`src/rtl/csr_sequencer.sv`:
```
// -----------------------------------------------------------------------------
// csr_sequencer
//
// Runs one Zicsr instruction (CSRRW/CSRRS/CSRRC and their immediate forms) as a
// short multi-cycle sequence on the shared CSR port:
//   read the old CSR value -> write the new operand -> return the old value
//   to the register file.
// This block is the only master of the CSR address/strobe/bus lines.
//
// Optional feature (compile-time macro CSR_SEQ_RO_CHECK_EN):
//   When defined, a write aimed at the read-only CSR space (addr[11:10]==2'b11)
//   is turned into an illegal-instruction fault before any write strobe.
//   When undefined, no address check is done and the write is issued; the CSR
//   file decides what to do with it.
//
// Ports
//   clk, rst          clock, synchronous active-high reset
//   start             launch an instruction (sampled only when idle)
//   funct3            001 RW, 010 RS, 011 RC, 101 RWI, 110 RSI, 111 RCI
//   csr_addr          target CSR address
//   rs1_idx           rs1 index, or zimm for the immediate forms
//   rs1_val           rs1 value (unused for the immediate forms)
//   rd_idx            destination register
//   flush             abort the in-flight instruction
//   busy              sequence in flight
//   done / illegal    one-cycle completion / fault pulses (mutually exclusive)
//   rd_we/rd_waddr/rd_wdata   register-file write of the old CSR value
//   csr_addr_o        CSR address to the CSR file
//   csr_read          CSR read strobe
//   csr_write         CSR write strobe
//   csr_write_type    01 write, 10 set, 11 clear
//   csr_bus_o/_oe     write operand and its tri-state enable
//   csr_bus_i         resolved bus value (read data)
//   csr_invalid       CSR file rejects the current address
// -----------------------------------------------------------------------------
module csr_sequencer #(
  parameter int XLEN = 32
) (
  input  logic            clk,
  input  logic            rst,
  input  logic            start,
  input  logic [2:0]      funct3,
  input  logic [11:0]     csr_addr,
  input  logic [4:0]      rs1_idx,
  input  logic [XLEN-1:0] rs1_val,
  input  logic [4:0]      rd_idx,
  input  logic            flush,
  output logic            busy,
  output logic            done,
  output logic            illegal,
  output logic            rd_we,
  output logic [4:0]      rd_waddr,
  output logic [XLEN-1:0] rd_wdata,
  output logic [11:0]     csr_addr_o,
  output logic            csr_read,
  output logic            csr_write,
  output logic [1:0]      csr_write_type,
  output logic [XLEN-1:0] csr_bus_o,
  output logic            csr_bus_oe,
  input  logic [XLEN-1:0] csr_bus_i,
  input  logic            csr_invalid
);

`ifdef CSR_SEQ_RO_CHECK_EN
  localparam bit RoCheck = 1'b1;
`else
  localparam bit RoCheck = 1'b0;
`endif

  typedef enum logic [2:0] {
    S_IDLE,
    S_READ,
    S_WRITE,
    S_FINISH,
    S_FAULT
  } state_t;

  state_t state_q, state_d;

  logic [1:0]      wtype_q;
  logic [11:0]     addr_q;
  logic [XLEN-1:0] operand_q;
  logic [XLEN-1:0] old_val_q;
  logic [4:0]      rd_idx_q;
  logic            do_read_q;
  logic            do_write_q;

  // Decode of the instruction presented with start.
  logic            in_legal;
  logic            in_rw;
  logic            in_do_read;
  logic            in_do_write;
  logic            in_ro_fault;
  logic [XLEN-1:0] in_operand;

  assign in_legal    = (funct3[1:0] != 2'b00);
  assign in_rw       = (funct3[1:0] == 2'b01);
  // CSRRW with rd=x0 must not read (no read side effects); set/clear with a
  // zero source must not write.
  assign in_do_read  = !(in_rw && (rd_idx == 5'd0));
  assign in_do_write = in_rw || (rs1_idx != 5'd0);
  assign in_operand  = funct3[2] ? {{(XLEN-5){1'b0}}, rs1_idx} : rs1_val;
  assign in_ro_fault = RoCheck && in_do_write && (csr_addr[11:10] == 2'b11);

  logic ro_fault_q;
  assign ro_fault_q = RoCheck && do_write_q && (addr_q[11:10] == 2'b11);

  logic wr_raw;
  logic done_raw;
  logic illegal_raw;
  logic rd_we_raw;

  // NOTE: every signal driven here gets a default first, so no path through
  // the case statement can leave one unassigned and infer a latch.
  always_comb begin
    state_d     = state_q;
    csr_read    = 1'b0;
    wr_raw      = 1'b0;
    done_raw    = 1'b0;
    illegal_raw = 1'b0;
    rd_we_raw   = 1'b0;
    case (state_q)
      S_IDLE: begin
        if (start) begin
          if (!in_legal)        state_d = S_FAULT;
          else if (in_do_read)  state_d = S_READ;
          else if (in_ro_fault) state_d = S_FAULT;
          else                  state_d = S_WRITE;
        end
      end
      S_READ: begin
        csr_read = 1'b1;
        if (csr_invalid)     state_d = S_FAULT;
        else if (!do_write_q) state_d = S_FINISH;
        else if (ro_fault_q)  state_d = S_FAULT;
        else                  state_d = S_WRITE;
      end
      S_WRITE: begin
        wr_raw = 1'b1;
        // The strobe already went out; the CSR file blocks invalid writes.
        if (csr_invalid) state_d = S_FAULT;
        else             state_d = S_FINISH;
      end
      S_FINISH: begin
        done_raw  = 1'b1;
        rd_we_raw = do_read_q && (rd_idx_q != 5'd0);
        state_d   = S_IDLE;
      end
      S_FAULT: begin
        illegal_raw = 1'b1;
        state_d     = S_IDLE;
      end
      default: state_d = S_IDLE;
    endcase
    if (flush) state_d = S_IDLE;
  end

  // A flush or reset cycle must not leave any side effect behind, so the
  // committing outputs are gated combinationally in that same cycle.
  logic kill;
  assign kill = flush | rst;

  assign csr_write      = wr_raw & ~kill;
  assign csr_bus_oe     = wr_raw & ~kill;
  assign done           = done_raw & ~kill;
  assign illegal        = illegal_raw & ~kill;
  assign rd_we          = rd_we_raw & ~kill;
  assign busy           = (state_q != S_IDLE);
  assign csr_addr_o     = addr_q;
  assign csr_write_type = wtype_q;
  assign csr_bus_o      = operand_q;
  assign rd_waddr       = rd_idx_q;
  assign rd_wdata       = old_val_q;

  // NOTE: sequential state uses non-blocking assignments so every register
  // samples the pre-edge values, independent of statement order.
  always_ff @(posedge clk) begin
    if (rst) begin
      state_q    <= S_IDLE;
      wtype_q    <= 2'b00;
      addr_q     <= '0;
      operand_q  <= '0;
      old_val_q  <= '0;
      rd_idx_q   <= '0;
      do_read_q  <= 1'b0;
      do_write_q <= 1'b0;
    end else begin
      state_q <= state_d;
      if (state_q == S_IDLE && start && !flush) begin
        wtype_q    <= funct3[1:0];
        addr_q     <= csr_addr;
        operand_q  <= in_operand;
        rd_idx_q   <= rd_idx;
        do_read_q  <= in_do_read;
        do_write_q <= in_do_write;
      end
      if (state_q == S_READ && !csr_invalid) begin
        old_val_q <= csr_bus_i;
      end
    end
  end

endmodule

```
`config.mk`:
```
export PLATFORM = sky130hd
export DESIGN_NAME = csr_sequencer
export DESIGN_NICKNAME = d
export VERILOG_FILES = /design/src/rtl/csr_sequencer.sv
export SDC_FILE = /design/constraint.sdc
export NUM_CORES = 1
export LEC_CHECK = 0
export ABC_AREA = 1
export BUFFER_PORTS_ARGS = -buffer_cell sky130_fd_sc_hd__buf_2
export CAP_MARGIN = 5
export CORE_UTILIZATION = 41
export CTS_CLUSTER_DIAMETER = 150
export DETAILED_ROUTE_END_ITERATION = 8
export GPL_TIMING_DRIVEN = 0
export PLACE_DENSITY_LB_ADDON = 0.15
export SLEW_MARGIN = 30
export SYNTH_ARGS = -nofsm -noshare
export SYNTH_HDL_FRONTEND = slang
export SYNTH_SLANG_ARGS = --single-unit
```
`constraint.sdc`:
```
create_clock -name clk -period 3.2 [get_ports clk]
set_input_delay 0.32 -clock clk [delete_from_list [all_inputs] [get_ports clk]]
set_output_delay 0.32 -clock clk [all_outputs]
set_load 0.005 [all_outputs]
```
==> run_results.csv, run 1 <==
group,metric,value,unit
outcome,status,"finished clean",
logic_synthesis,synth_area,3570,µm²
pwr,p_comb_share,14.9,%
setup_path,cp_data_required_time,2.88,ns
place,io_buffers,182,
place,gp_congestion,0.788,
pwr,p_int,0.00172,W
layout,syn_to_final_growth,35.0,%
timing,fin_skew,0.0125,ns
floorplanning,num_io_pins,184,
logic_synthesis,netlist-cell-type-count,20,
setup_path,crit_path_max_incr_delay,0.43,ns
grt,grt_usage,20.7,%
drt,dr.pass1.iters,4,
drt,dr.first_iter.drc_count,77,
setup_path,worstPathCellList,"nand2_1 -> nor3_1 -> nand2_1 -> a21oi_1 -> buf_2",
logic_synthesis,synth_top_cell_by_area,"dfxtp_1",
grt,met1_usage,23.0,%
grt,grt_max_degree,15,
layout,multiInputGateArea,1440,µm²
logic_synthesis,yosysSeqAreaShare,49.4,%
layout,drive_above_1_share,31.6,%
drt,drt-total-wl,9380,µm
layout,fillers,860,
pwr,p_per_area,482,nW/µm²
clock_network,worstSkewPairLatency,0.35,ns
timing,setup_tns,0,ns
logic_synthesis,ys_ff_latch,88,
timing,fin_crit_sh,60.1,%
setup_path,cp_num_buf_inv,1,
layout,finalNetCount,800,
logic_synthesis,ys_warn_count,0,
timing,fmax,520,MHz
setup_path,cp_common_cell,"nand2_1",
logic_synthesis,synthesis.nets,607,
drt,detail-route-antenna-nets,0,
timing,worstMarginPinSlew,0.519,ns
clock_network,cts_buffer_depth,2,
logic_synthesis,synth_top_area_share,49.4,%
logic_synthesis,syn_area_per_cell,6.96,µm²
grt,use_met3,7.50,%
setup_path,path_delay_family,"simple AND/OR/NAND/NOR gates",
timing,hold_viol,0,
layout,final_core_util,57.8,%
grt,top_usage_layer,"met2",
floorplanning,core_region_area,8340,µm²
layout,antennaDiodeCount,0,
grt,grt_pass1_vias,3302,
timing,rsz0062_at_grt,"no",
setup_path,critPathLaunchType,"flop",
hold_path,hold_class,"input port to flop",
grt,antenna_found_initial,0,
pwr,leakage,2.57,nW
drt,vias,3714,
clock_network,cts_buffers,9,
clock_network,cts_max_level,3,
layout,register_area,1760,µm²
timing,fin_crit,1.92,ns
place,hpwl,7280,µm
floorplanning,num_rows,33,
job,cap_violations,0,
clock_network,clock-root-buffer,"clkbuf_8",
timing,drv_slew,0,
floorplanning,design.die.area,9080,µm²
pwr,total_power,0.00232,W
grt,gr-usage-met2,36.4,%
grt,grt_pass1_wl,14600,µm
drt,wl_per_cell,11.5,µm
floorplanning,fp.dieH,95.3,µm
clock_network,clock_sinks,88,
setup_path,worst_path_max_delay_cell,"dfxtp_1",
pwr,clock_power_share,33.9,%
floorplanning,start_util,42.8,%
pwr,swShare,25.9,%
setup_path,worstPathArrival,1.60,ns
clock_network,cts_resized,0,
pwr,p_switching,0.000602,W
logic_synthesis,synth_cells,513,
setup_path,cp-end-kind,"output port",
setup_path,crit_fanout,4,
clock_network,clk_pin_slew,0.09,ns
pwr,p_seq_share,51.2,%
clock_network,cts_hold_buffers,0,
setup_path,critical_path_class,"flop to output port",
floorplanning,die_w,95.3,µm
drt,drcViolationCount,0,
logic_synthesis,ys_top_cells_by_area,"dfxtp_1 (49%), nor2_1 (19%), o21ai_0 (9.5%), nand2_1 (7.2%), inv_1 (4.7%)",
pwr,peakVddDrop,242,µV
timing,setup_violations,0,
clock_network,cts_setup_buffers,0,
clock_network,cts_tree,"done",
drt,viasPerCell,4.55,
timing,relSlewSlack,65.4,%
grt,grt.overflow.total,0,
==> final timing paths <==
kind | start | endpoint | cells after the start | slack (ns)
worst max-delay path | state_q[0] | rd_we | 5 | 1.28
worst min-delay path | rs1_val[29] | csr_bus_o[29] | 3 | 0.20
worst max register to register | state_q[0] | rd_wdata[8] | 6 | 1.78
worst min register to register | csr_bus_o[26] | csr_bus_o[26] | 2 | 0.48
==> layout make-up <==
cell class	count	share of cell area [%]
clock buffers	12	3.22
flip-flops and latches	88	36.6
well taps	105	2.73
multi-input cells	345	29.9
inverters	50	3.95
repair buffers	182	18.9
plain buffers	30	3.69
clock inverters	4	1.09
==> cells by family after synthesis <==
group	share of synthesized area, %
AOI/OAI and AO/OA	12.1
and+or+nand+nor	28.3
buffers and inverters	10.3
DFF	49.4
==> Yosys cell counts <==
master,instances
a21oi_1,18
buf_2,10
buf_4,2
buf_6,6
clkbuf_1,12
dfxtp_1,88
inv_1,45
inv_2,4
inv_4,1
nand2_1,68
nand2_2,1
nand2_4,1
nand3_1,4
nand3_2,1
nor2_1,178
nor2_2,1
nor2_4,1
nor3_1,3
nor4_1,1
o21ai_0,68
==> metal layers <==
metal,wire length (µm),vias up,part of all wire (%)
li1,-,1954,-
met1,4000,1624,43
met2,4430,121,47
met3,754,15,8.0
met4,193,0,2.1
met5,0,-,0
==> registers in the layout, summed over array words and instances (netlist names) <==
register / cells
csr_bus_o: 32
rd_wdata: 32
csr_addr_o: 12
rd_waddr: 5
state_q: 3
csr_write_type: 2
do_read_q: 1
do_write_q: 1
==> cell usage in the layout (no fill, tap or decap), types with 4 or more instances in the layout <==
cell and n:
o21ai_0 68, clkbuf_8 11, nand3_1 4, clkbuf_1 13, buf_6 6, nand2_1 68
dfxtp_1 88, nor2_1 178, buf_2 192, inv_1 45, a21oi_1 18, inv_2 4
==> through the flow <==
step	hold WS [ns]	instances	setup slack (ns)	cell area, µm²
after floorplan	0.461	513	1.92	3570
after global placement	0.458	800	1.59	4610
after detailed placement	0.467	800	1.53	4610
after CTS	0.194	816	1.25	4820
after global routing	0.190	816	1.08	4820
final	0.200	816	1.28	4820
==> power by group through the flow <==
| stage | registers (W) | clock network, W | logic (W) |
|---|---|---|---|
| after floorplan | 0.00122 | 0 | 0.000179 |
| after global placement | 0.00121 | 0 | 0.000341 |
| after detailed placement | 0.00122 | 0 | 0.000348 |
| after CTS | 0.00119 | 0.000807 | 0.000350 |
| after global routing | 0.00120 | 0.000854 | 0.000397 |
| final | 0.00119 | 0.000788 | 0.000346 |
==> worst register-to-register path: stages (launching register included) <==
cell	delay [ns]
dfxtp_1	0.43
inv_2	0.05
nor2_2	0.14
nand3_2	0.18
clkbuf_1	0.24
o21ai_0	0.22
nor2_1	0.06
Note: power is estimated with default switching activity, not from simulation.
==> run 2: changes to the inputs <==
==> constraint.sdc (replaced) <==
create_clock -name clk -period 1.55 [get_ports clk]
set_input_delay 0.155 -clock clk [delete_from_list [all_inputs] [get_ports clk]]
set_output_delay 0.155 -clock clk [all_outputs]
set_load 0.005 [all_outputs]
==> run 2 against run 1 <==
Effect of this change:
- critical path depth did not move
- combinational power rose by 110%
- power rose by 110%
- sequential share of layout area fell by 0.10 points
- critical path type unchanged
- clock power rose by 110%
==> run_results.csv, run 2 (same netlist as run 1, synthesis figures left out) <==
group,metric,value,unit
setup_path,cp_num_buf_inv,2,
layout,final_cell_area,4850,µm²
clock_network,cts_buffers,9,
job,cap_violations,0,
clock_network,cts_tree,"done",
layout,layout.cells.most_common,"buf_2",
timing,fin_crit_sh,95.8,%
timing,setup_violations,0,
clock_network,worstSkewPairLatency,0.35,ns
place,place_ws,0.0460,ns
place,io_buffers,182,
setup_path,crit_path_max_incr_delay,0.39,ns
timing,relSlewSlack,64.9,%
hold_path,hold_depth,3,
timing,fin_ws,0.0652,ns
setup_path,worstPathArrival,1.33,ns
clock_network,cts_max_level,3,
hold_path,holdPathEnd,"csr_bus_o[29]",
setup_path,r2r-start,"state_q[2]",
floorplanning,core_region_area,8340,µm²
floorplanning,fp.dieH,95.3,µm
grt,antenna_found_initial,0,
outcome,status,"finished clean",
clock_network,cts_buffer_depth,2,
pwr,total_power,0.00480,W
timing,rsz0062_at_grt,"yes",
floorplanning,start_util,42.8,%
layout,antennaDiodeCount,0,
pwr,peakVddDrop,500,µV
clock_network,clk_pin_slew,0.09,ns
timing,hold_viol,0,
drt,viasPerCell,4.56,
layout,stdcell_count,817,
clock_network,clock-root-buffer,"clkbuf_8",
hold_path,min-delay-start,"rs1_val[29]",
grt,grt_pass1_wl,14600,µm
timing,fin_skew,0.0125,ns
grt,grt.overflow.total,0,
floorplanning,die_w,95.3,µm
timing,fin_crit,1.48,ns
floorplanning,design.die.area,9080,µm²
setup_path,worstPathCellList,"nor2_4 -> nand2_1 -> nor2_1 -> buf_4 -> buf_2",
place,hpwl,7280,µm
layout,multiInputGateArea,1460,µm²
place,gp_congestion,0.788,
floorplanning,num_rows,33,
drt,dr.first_iter.drc_count,76,
layout,final_cell_mix,"buf_2 (192), nor2_1 (178), dfxtp_1 (86), o21ai_0 (68), nand2_1 (67)",
place,dp.cells,800,
setup_path,worst_path_max_delay_cell,"dfxtp_1",
clock_network,clock_sinks,88,
setup_path,crit_fanout,4,
drt,vias,3726,
timing,fmax,673,MHz
drt,detail-route-antenna-nets,0,
layout,syn_to_final_growth,36.0,%
drt,wl_per_cell,11.5,µm
pwr,p_per_area,989,nW/µm²
setup_path,cp_data_required_time,1.39,ns
place,placed_cell_area,4610,µm²
drt,drt-total-wl,9390,µm
setup_path,rr_endpoint,"csr_bus_o[19]",
grt,grt_max_degree,15,
hold_path,hold_class,"input port to flop",
grt,grt_pass1_vias,3304,
timing,drv_slew,0,
setup_path,critPathLaunchType,"flop",
setup_path,reg2reg_slack,0.18,ns
drt,drcViolationCount,0,
setup_path,path_delay_family,"flip-flops",
drt,dr.pass1.iters,4,
setup_path,r2r_cells,8,
setup_path,critPathLaunch,"state_q[2]",
layout,drive_above_1_share,32.3,%
setup_path,critical_path_class,"flop to output port",
layout,finalNetCount,801,
setup_path,cp-end-kind,"output port",
floorplanning,num_io_pins,184,
layout,register_area,1770,µm²
grt,grt_usage,20.7,%
timing,worstMarginPinSlew,0.526,ns
pwr,leakage,2.59,nW
layout,fillers,859,
[run 2: changes by cell type in the layout (fill, tap and decap cells not counted), sizes merged]
cell  previous run  this run
buf            200       201
[run 2: how the worst max path moves through the flow]
stage	end	slack, ns	depth (start not counted)
after floorplan	rd_wdata[10]	0.38	6
after global placement	rd_wdata[13]	0.10	6
after detailed placement	rd_wdata[22]	0.05	6
after CTS	rd_we	0.02	5
after global routing	csr_write	-0.03	5
final	csr_write	0.07	5
[run 2: report_power, final]
group / total [W] / switching, W / internal (W)
sequential: 0.00246 / 0.0000668 / 0.00239
clock: 0.00163 / 0.000792 / 0.000834
combinational: 0.000715 / 0.000384 / 0.000331
[run 2: area by class of cell]
class                           instances  share of cell area [%]
Tap cell                              105                    2.71
Clock buffer                           12                    3.20
Clock inverter                          4                    1.08
Sequential cell                        88                    36.5
Multi-Input combinational cell        345                    30.1
Buffer                                 30                    3.66
Timing Repair Buffer                  183                    18.9
Inverter                               50                    3.92
[run 2: worst min-delay path, stage by stage]
cell,delay [ns]
buf_2,0.07
a21oi_1,0.05
nor2_1,0.07
[run 2: repair_timing]
action                     CTS  global route
pin swaps                    1             2
gates resized for setup      4             4
setup endpoints to repair    2             3
hold buffers                 0             0
buffers inserted             0             1
[run 2: layer usage]
metal  up-vias  global-route usage, %  share of wire [%]
li1       1958                      -                  -
met1      1634                   23.1                 43
met2       119                   36.3                 47
met3        15                   7.50                8.1
met4         0                   6.94                2.0
met5         -                      0                  0
[run 2: through the flow]
stage	util (%)	setup TNS, ns	hold WS [ns]
2_1_floorplan	-	0	0.296
3_3_place_gp	55.3	0	0.386
3_5_place_dp	55.3	0	0.393
4_1_cts	58.0	0	0.0288
5_1_grt	58.2	-0.0529	0.0254
6_report	58.2	0	0.0372
